==> config.mk <==
export PLATFORM = sky130hd
export DESIGN_NAME = prn_ram_loader
export DESIGN_NICKNAME = d
export VERILOG_FILES = /design/src/rtl/prn_ram_pkg.sv /design/src/rtl/prn_bit_unpacker.sv /design/src/rtl/prn_ram_loader.sv
export SDC_FILE = /design/constraint.sdc
export NUM_CORES = 1
export LEC_CHECK = 0
export BUFFER_PORTS_ARGS = -buffer_cell sky130_fd_sc_hd__clkbuf_2
export CORE_MARGIN = 2
export CORE_UTILIZATION = 44
export DETAILED_ROUTE_END_ITERATION = 12
export GPL_ROUTABILITY_DRIVEN = 0
export PLACE_DENSITY = 0.62
export SLEW_MARGIN = 20
export SYNTH_ARGS = -nofsm -noshare
export SYNTH_HDL_FRONTEND = slang
export SYNTH_SLANG_ARGS = --single-unit
==> constraint.sdc <==
create_clock -name clk -period 5.8 [get_ports clk]
set_input_delay 0.58 -clock clk [delete_from_list [all_inputs] [get_ports clk]]
set_output_delay 0.58 -clock clk [all_outputs]
set_load 0.03 [all_outputs]
==> src/rtl/prn_ram_pkg.sv <==
// Shared types and constants for the PRN RAM loader slice.
// Latency: n/a (package only).
// Backpressure: n/a.
package prn_ram_pkg;

    typedef enum logic [1:0] {
        IDLE  = 2'd0,
        FETCH = 2'd1,
        SHIFT = 2'd2,
        DONE  = 2'd3
    } LOADER_STATE_T;

    localparam int          PRN_LEN_W  = 14;
    localparam logic [15:0] CRC16_POLY = 16'h1021;
    localparam logic [15:0] CRC16_INIT = 16'hFFFF;

    // One CRC-16-CCITT step, MSB-first, feeding a single data bit.
    function automatic logic [15:0] crc16_step(input logic [15:0] c, input logic b);
        crc16_step = {c[14:0], 1'b0} ^ ((c[15] ^ b) ? CRC16_POLY : 16'h0000);
    endfunction

endpackage

==> src/rtl/prn_bit_unpacker.sv <==
// Purpose: holds one 32-bit code word and presents it LSB-first, one bit per shift.
// Latency: bit0 available the cycle after load; o_last marks the 32nd bit.
// Backpressure: none internally; caller decides when to load and shift.
module prn_bit_unpacker (
    input  logic        clk,
    input  logic        resetn,
    input  logic        i_load,
    input  logic        i_shift,
    input  logic [31:0] i_data,
    output logic        o_bit,
    output logic        o_last
);

    logic [31:0] r_sr;
    logic [4:0]  r_cnt;

    // Load a fresh word or step to the next bit.
    always_ff @(posedge clk or negedge resetn) begin
        if (!resetn) begin
            r_sr  <= '0;
            r_cnt <= '0;
        end else if (i_load) begin
            r_sr  <= i_data;
            r_cnt <= '0;
        end else if (i_shift) begin
            r_sr  <= r_sr >> 1;
            r_cnt <= r_cnt + 5'd1;
        end
    end

    assign o_bit  = r_sr[0];
    assign o_last = (r_cnt == 5'd31);

endmodule

==> src/rtl/prn_ram_loader.sv <==
// Purpose: unpacks a 32-bit word stream into per-bit writes to one selected channel PRN RAM.
// Latency: registered outputs; a word takes 33 cycles (1 fetch + 32 writes). Optional CRC via PRN_RAM_LOADER_CRC_EN.
// Backpressure: s_ready only in FETCH; writes never stall, the word source is stalled instead.
module prn_ram_loader
    import prn_ram_pkg::*;
#(
    parameter int NCH      = 4,
    parameter int RAM_SIZE = 10230,
    localparam int ADDR_BITS = $clog2(RAM_SIZE),
    localparam int CH_W      = (NCH > 1) ? $clog2(NCH) : 1
) (
    input  logic                 clk,
    input  logic                 resetn,
    input  logic                 start,
    input  logic                 abort,
    input  logic [CH_W-1:0]      ch_sel,
    input  logic [ADDR_BITS-1:0] base_addr,
    input  logic [PRN_LEN_W-1:0] length,
    input  logic                 s_valid,
    output logic                 s_ready,
    input  logic [31:0]          s_data,
    output logic [NCH-1:0]       ram_we,
    output logic [ADDR_BITS-1:0] ram_addr,
    output logic                 ram_data,
    output logic                 busy,
    output logic                 done,
    output logic                 err
`ifdef PRN_RAM_LOADER_CRC_EN
    ,
    output logic [15:0]          crc
`endif
);

    localparam logic [31:0]          RAM_SIZE_U = RAM_SIZE;
    localparam logic [ADDR_BITS-1:0] LAST_ADDR  = ADDR_BITS'(RAM_SIZE - 1);

    LOADER_STATE_T r_state, w_next;

    logic [CH_W-1:0]      r_ch;
    logic [ADDR_BITS-1:0] r_addr;
    logic [PRN_LEN_W-1:0] r_rem;
    logic [NCH-1:0]       r_ram_we;
    logic [ADDR_BITS-1:0] r_ram_addr;
    logic                 r_ram_data;
    logic                 r_busy, r_done, r_err, r_s_ready;

    logic                 w_start_ok, w_load, w_write;
    logic                 w_bit, w_last, w_too_long;
    logic [ADDR_BITS-1:0] w_addr_nxt;
    logic [NCH-1:0]       w_onehot;

    assign w_too_long = ({18'd0, length} > RAM_SIZE_U);
    assign w_addr_nxt = (r_addr == LAST_ADDR) ? '0 : r_addr + 1'b1;
    assign w_onehot   = NCH'(1) << r_ch;

    prn_bit_unpacker u_unpacker (
        .clk     (clk),
        .resetn  (resetn),
        .i_load  (w_load),
        .i_shift (w_write),
        .i_data  (s_data),
        .o_bit   (w_bit),
        .o_last  (w_last)
    );

    // Next-state decode; abort wins over any data movement in FETCH/SHIFT.
    always_comb begin
        w_next     = r_state;
        w_start_ok = 1'b0;
        w_load     = 1'b0;
        w_write    = 1'b0;
        case (r_state)
            IDLE: begin
                if (start && !abort) begin
                    w_start_ok = 1'b1;
                    w_next     = (length == '0 || w_too_long) ? DONE : FETCH;
                end
            end
            FETCH: begin
                if (abort) begin
                    w_next = DONE;
                end else if (s_valid && r_s_ready) begin
                    w_load = 1'b1;
                    w_next = SHIFT;
                end
            end
            SHIFT: begin
                if (abort) begin
                    w_next = DONE;
                end else begin
                    w_write = 1'b1;
                    if (r_rem == 14'd1)
                        w_next = DONE;
                    else if (w_last)
                        w_next = FETCH;
                end
            end
            DONE:    w_next = IDLE;
            default: w_next = IDLE;
        endcase
    end

    // State register.
    always_ff @(posedge clk or negedge resetn) begin
        if (!resetn) r_state <= IDLE;
        else         r_state <= w_next;
    end

    // Job context: channel, running address, bits remaining, sticky error.
    always_ff @(posedge clk or negedge resetn) begin
        if (!resetn) begin
            r_ch   <= '0;
            r_addr <= '0;
            r_rem  <= '0;
            r_err  <= 1'b0;
        end else if (w_start_ok) begin
            r_ch   <= ch_sel;
            r_addr <= base_addr;
            r_rem  <= length;
            r_err  <= w_too_long;
        end else begin
            if (abort && (r_state == FETCH || r_state == SHIFT))
                r_err <= 1'b1;
            if (w_write) begin
                r_addr <= w_addr_nxt;
                r_rem  <= r_rem - 14'd1;
            end
        end
    end

    // Registered RAM write port and status outputs.
    always_ff @(posedge clk or negedge resetn) begin
        if (!resetn) begin
            r_ram_we   <= '0;
            r_ram_addr <= '0;
            r_ram_data <= 1'b0;
            r_busy     <= 1'b0;
            r_done     <= 1'b0;
            r_s_ready  <= 1'b0;
        end else begin
            r_ram_we <= w_write ? w_onehot : '0;
            if (w_write) begin
                r_ram_addr <= r_addr;
                r_ram_data <= w_bit;
            end
            r_busy    <= (w_next == FETCH) || (w_next == SHIFT);
            r_done    <= (w_next == DONE);
            r_s_ready <= (w_next == FETCH);
        end
    end

`ifdef PRN_RAM_LOADER_CRC_EN
    logic [15:0] r_crc;

    // Running CRC over every bit actually written in the current job.
    always_ff @(posedge clk or negedge resetn) begin
        if (!resetn)         r_crc <= CRC16_INIT;
        else if (w_start_ok) r_crc <= CRC16_INIT;
        else if (w_write)    r_crc <= crc16_step(r_crc, w_bit);
    end

    assign crc = r_crc;
`endif

    assign ram_we   = r_ram_we;
    assign ram_addr = r_ram_addr;
    assign ram_data = r_ram_data;
    assign busy     = r_busy;
    assign done     = r_done;
    assign err      = r_err;
    assign s_ready  = r_s_ready;

endmodule
# ---- Yosys cells after proc, flatten, opt, wreduce, memory -nomap -nowiden
# Index checks and enable logic that the tools add are counted.
dict set report op_classes {
  n_reduce_logical 12
  shift 1
  eq_ne 9
  magnitude_cmp 1
  addsub 3
  muxes 27
}
# operator n
set op_table {}
lappend op_table {{14-bit 2-to-1 mux} 5}
lappend op_table {{32-bit 2-to-1 mux} 2}
lappend op_table {{14-bit by 1-bit adder with 14-bit output (second input constant)} 1}
lappend op_table {{14-bit by 1-bit equality test with 1-bit output (second input constant)} 1}
lappend op_table {{14-bit equality test (second input constant)} 1}
lappend op_table {{14-bit greater-than comparator (second input constant)} 1}
lappend op_table {{14-bit zero test} 1}
lappend op_table {{2-bit 2-to-1 mux} 7}
lappend op_table {{14-bit by 1-bit subtractor with 14-bit output (second input constant)} 1}
lappend op_table {{5-bit 2-to-1 mux} 2}
lappend op_table {{1-bit 2-to-1 mux} 9}
lappend op_table {{2-bit equality test (second input constant)} 4}
lappend op_table {{2-bit one-hot mux with 4 select lines} 1}
lappend op_table {{2-bit nonzero test} 3}
lappend op_table {{5-bit by 1-bit adder with 5-bit output (second input constant)} 1}
lappend op_table {{5-bit equality test (second input constant)} 1}
lappend op_table {{2-bit by 1-bit equality test with 1-bit output (second input constant)} 2}
lappend op_table {{4-bit 2-to-1 mux} 1}
lappend op_table {{1-bit by 2-bit left shift with 4-bit output (first input constant)} 1}
lappend op_table {{1-bit logical AND} 3}
lappend op_table {{1-bit logical OR} 3}
lappend op_table {{2-bit zero test} 1}
lappend op_table {{1-bit zero test} 1}
dict set report word_totals {
  reg_bits 92
  elab_cells 66
  out_inout_bits 23
}

# ---- Logic depth before layout (Yosys ltp)
dict set report logic_depth {
  word_depth 7
  depth_mapped 10
  depth_no_buf 9
}

# ---- By module
# Synthesis repeated with hierarchy kept, for this count alone.
dict set report hier_totals {
  cells_unflattened 484
  area_unflattened_um2 4618.2
}
# mod cells_per_inst area_per_inst_um2 seq_area_each_um2 n_inst
set by_module_without_submodules {}
lappend by_module_without_submodules {prn_ram_loader 323 2851.5 1376.3 1}
lappend by_module_without_submodules {prn_bit_unpacker 161 1766.7 925.9 1}

# ---- Worst setup path before layout
# Ideal clock, no wire load.
dict set report synth_timing {
  path_kind {register to register}
  startpoint {register u_unpacker.r_cnt[0]}
  endpoint {register r_busy, in the netlist busy}
  period_less_slack_ns 1.916
  required_ns 5.687
  t_arrival_ns 1.803
  setup_ns 0.113
  stages_incl_launch_ff 9
  path_slack_ns 3.884
  cell_sequence {dfrtp_1 ha_1 and3_1 ha_1 or3_1 o22ai_1 a21oi_1 ha_1 inv_1}
}
dict set report synth_between {
  elab_chain_cells 7
}
# item line
set synth_rtl {}
lappend synth_rtl {{start: declaration} prn_bit_unpacker.sv:15} ;# logic [4:0] r_cnt;
lappend synth_rtl {{start signal: assignment} prn_bit_unpacker.sv:27} ;# r_cnt <= r_cnt + 5'd1;
lappend synth_rtl {{5-bit equality test (*)} prn_bit_unpacker.sv:32} ;# assign o_last = (r_cnt == 5'd31);
lappend synth_rtl {{2-bit 2-to-1 mux (*)} prn_ram_loader.sv:94} ;# else if (w_last)
lappend synth_rtl {{2-bit 2-to-1 mux (*)} prn_ram_loader.sv:92} ;# if (r_rem == 14'd1)
lappend synth_rtl {{2-bit 2-to-1 mux (*)} prn_ram_loader.sv:88} ;# if (abort) begin
lappend synth_rtl {{2-bit one-hot mux with 4 select lines (*)} prn_ram_loader.sv:72} ;# case (r_state)
lappend synth_rtl {{net w_next[0]} prn_ram_loader.sv:37} ;# LOADER_STATE_T r_state, w_next;
lappend synth_rtl {{2-bit by 1-bit equality test with 1-bit output or 2-bit equality test (tied branches)} prn_ram_loader.sv:146} ;# r_busy <= (w_next == FETCH) || (w_next == SHIFT);
lappend synth_rtl {{1-bit logical OR (*)} prn_ram_loader.sv:146}
lappend synth_rtl {{end signal: assignment} prn_ram_loader.sv:146}
lappend synth_rtl {{end: declaration} prn_ram_loader.sv:45} ;# logic r_busy, r_done, r_err, r_s_ready;
# Mark *: on every way through the listed nets, which the timed path passes. The rest lies on a longest branch.
# A chain may end at the register's enable or synchronous reset.

# ---- Final worst setup path
dict set report layout_timing {
  startpoint {register r_state[0]}
  endpoint {register u_unpacker.r_cnt[0]}
}
dict set report layout_between {
  elab_chain_cells 3
}
# item line
set layout_rtl {}
lappend layout_rtl {{start: declaration} prn_ram_loader.sv:37}
lappend layout_rtl {{start signal: assignment} prn_ram_loader.sv:106} ;# else r_state <= w_next;
lappend layout_rtl {{2-bit by 1-bit equality test with 1-bit output or 2-bit equality test (tied branches)} prn_ram_loader.sv:72}
lappend layout_rtl {{1-bit 2-to-1 mux} prn_ram_loader.sv:72}
lappend layout_rtl {{5-bit 2-to-1 mux or 2-bit nonzero test (tied branches)} n/a}
# Several ways; a longest one is shown, not always the timed one.

==> flow_metrics.tcl <==
set metrics [dict create \
    post-cts-setup-buffers 0 \
    peakVddDrop_mv 0.208 \
    p_per_area_mw_per_mm2 469 \
    dr.pass1.iters 4 \
    finalClockSkew_ns 0.0116 \
    fillerInstances 1023 \
    overflow 0 \
    clk_path_buf_depth 2 \
    chipHeight_um 108 \
    synthDominantCellAreaShare_pct 48.8 \
    synth_area_leaders "dfrtp_1 (49%), nand2_1 (12%), a32oi_1 (6.5%)" \
    worstMarginPinSlew_ns 0.982 \
    status "completed" \
    finalSetupTns_ns 0 \
    ctsHoldBuffers 0 \
    die_x_um 108 \
    yosysWarnings 0 \
    mostFrequentLayoutCells "nand2_1 (146), dfrtp_1 (92), clkbuf_2 (88)" \
    grt_max_degree 61 \
    wl_mm 11.0 \
    drc 0 \
    drtAntennaViolNets 0 \
    area.growth.synth_to_final_pct 13.3 \
    ys_types 53 \
    routedWlPerCell_um 15.3 \
    initial_core_util_pct 45.5 \
    antenna_found_initial 0 \
    grt_pass1_vias 3895 \
    ff2ff_path_depth 6 \
    clk_latency_ns 0.36 \
    placed_cell_area_mm2 0.00517 \
    grt_usage_pct 20.3 \
    cts_tree "yes" \
    rows 37 \
    num_antenna_cells 0 \
    endpoint_kind "register" \
    netlist_instances 509 \
    max_freq_mhz 351 \
    reg2reg_from "r_state[0]" \
    fin_crit_ns 2.85 \
    clock_sinks 92 \
    final_common_cell "nand2_1" \
    syn_nets 588 \
    rsz0062_at_grt "false" \
    worstSetupPathType "register to register" \
    cap_violations 0 \
    ys_ff_latch 92 \
    slew-limit-headroom_pct 34.3 \
    avgSynthCellArea_um2 9.26 \
    leakage_nw 2.55 \
    cp-start-kind "register" \
    vias_per_cell 5.49 \
    cp.arrival_ns 3.12 \
    cts_resized 0 \
    finalInstanceArea_mm2 0.00535 \
    io_pins 90 \
    power.total_mw 2.51 \
    dp.final_hpwl_mm 7.52 \
    drtIter0Drc 245 \
    r2r_end "u_unpacker.r_cnt[0]" \
    yosysTopAreaCell "dfrtp_1" \
    slew_violations 0 \
    coreArea_mm2 0.0104 \
    dieArea_mm2 0.0116 \
    layout-drive-gt1-share_pct 21.3 \
    min_period_over_period_pct 49.1 \
    port-buffer-count 89 \
    htreeDepth 3 \
    synth_edf_count 0 \
    grt_pass1_wl_mm 18.7 \
    numCtsBuffers 9 \
    worst_hold_slack_ns 0.186 \
    syn_area_mm2 0.00472 \
    critPathRequiredTime_ns 6.08 \
    reg2reg_slack_ns 2.95 \
    synthArstFlopShare_pct 100 \
    vias 3941 \
    path_max_fanout 33 \
    seq_area_frac_synth_pct 48.8 \
    hp-class "primary input to asynchronous set/reset pin" \
    finalSetupViolCount 0 \
    nets 657 \
    final-hold-violation-count 0 \
    synth_flop_cell "dfrtp_1" \
    cts-root-buf "clkbuf_8" \
    clk_pin_slew_ns 0.09 \
]
worst max-delay path by stage:
stage / startpoint / to / slack (ns) / cells after the start
finish: r_state[0] / u_unpacker.r_cnt[0] / 2.95 / 6
global route: r_state[0] / u_unpacker.r_cnt[0] / 2.57 / 6
CTS: r_state[0] / u_unpacker.r_cnt[0] / 2.61 / 6
detailed placement: r_state[0] / u_unpacker.r_cnt[0] / 2.63 / 6
global placement: r_state[0] / u_unpacker.r_cnt[0] / 2.73 / 6
floorplan: u_unpacker.r_cnt[0] / busy / 3.88 / 8
layout make-up:
class	instances	area [um2]	area share (%)
Clock buffer	9	124	2.32
Clock inverter	6	48.8	0.913
Inverter	11	41.3	0.772
Multi-Input combinational cell	371	2180	40.8
Sequential cell	92	2300	43.1
Tap cell	136	170	3.18
Timing Repair Buffer	93	478	8.94
cells by family (layout without fill, tap and decap cells):
kind of cell / after synthesis / after routing / synth area share, %
DFF: 92 / 92 / 48.8
AOI/OAI and AO/OA: 103 / 103 / 15.2
buffers and inverters: 46 / 119 / 5.07
adders and majority gates: 12 / 12 / 3.18
xor gates and xnor gates: 15 / 15 / 2.79
and+or+nand+nor: 241 / 241 / 25.0
power by group:
part           switching [mW]  internal [mW]
registers               0.255          0.919
logic                   0.573          0.363
clock network           0.239          0.159
total                    1.07           1.44
cells in the mapped netlist, types with 2 or more instances:
| cell | number |
|---|---|
| nor3_1 | 8 |
| and4_1 | 4 |
| xnor2_1 | 5 |
| and3_1 | 2 |
| ha_1 | 12 |
| a32oi_1 | 35 |
| dfrtp_1 | 92 |
| o21ai_0 | 24 |
| nor2b_1 | 4 |
| nand3_1 | 11 |
| xor2_1 | 10 |
| a21oi_1 | 18 |
| and3b_1 | 3 |
| clkbuf_1 | 14 |
| buf_2 | 14 |
| a31oi_1 | 5 |
| nor4b_4 | 2 |
| nor4_1 | 6 |
| and2_1 | 4 |
| nand2_1 | 146 |
| nand3b_1 | 2 |
| a22oi_1 | 2 |
| a211oi_1 | 2 |
| o21ai_1 | 2 |
| o31a_1 | 2 |
| buf_6 | 6 |
| nor2_1 | 20 |
| or2_2 | 2 |
| inv_1 | 11 |
| a311oi_1 | 2 |
| nor2_2 | 2 |
| a221oi_1 | 3 |
| nand4_1 | 14 |
metrics by stage:
stage | utilization, % | std cells | setup slack [ns]
final | 51.5 | 718 | 2.95
after detailed placement | 49.9 | 703 | 2.63
after CTS | 51.5 | 718 | 2.61
after global routing | 51.5 | 718 | 2.57
after global placement | 49.9 | 703 | 2.73
after floorplan | - | 509 | 3.88
worst max-delay path, cell delays in order, from the launching register on:
cell and delay [ns]:
dfrtp_1 0.42, inv_1 0.12, ha_1 0.40, nor2b_2 0.87, and2_2 0.69, inv_1 0.09, o21ai_0 0.15
registers in the layout, indices dropped and copies added (netlist names):
register and flops:
u_unpacker.r_sr 32, r_addr 14, r_rem 14, ram_addr 14, u_unpacker.r_cnt 5, ram_we 4, r_ch 2, r_state 2
busy 1, done 1, err 1, ram_data 1, s_ready 1
metal layers:
metal,part of all wire (%),global-route usage [%]
met1,47,29.7
met2,46,30.9
met3,5.9,3.33
met4,1.2,6.23
met5,0,0
Power figures use the tool's default switching activity.
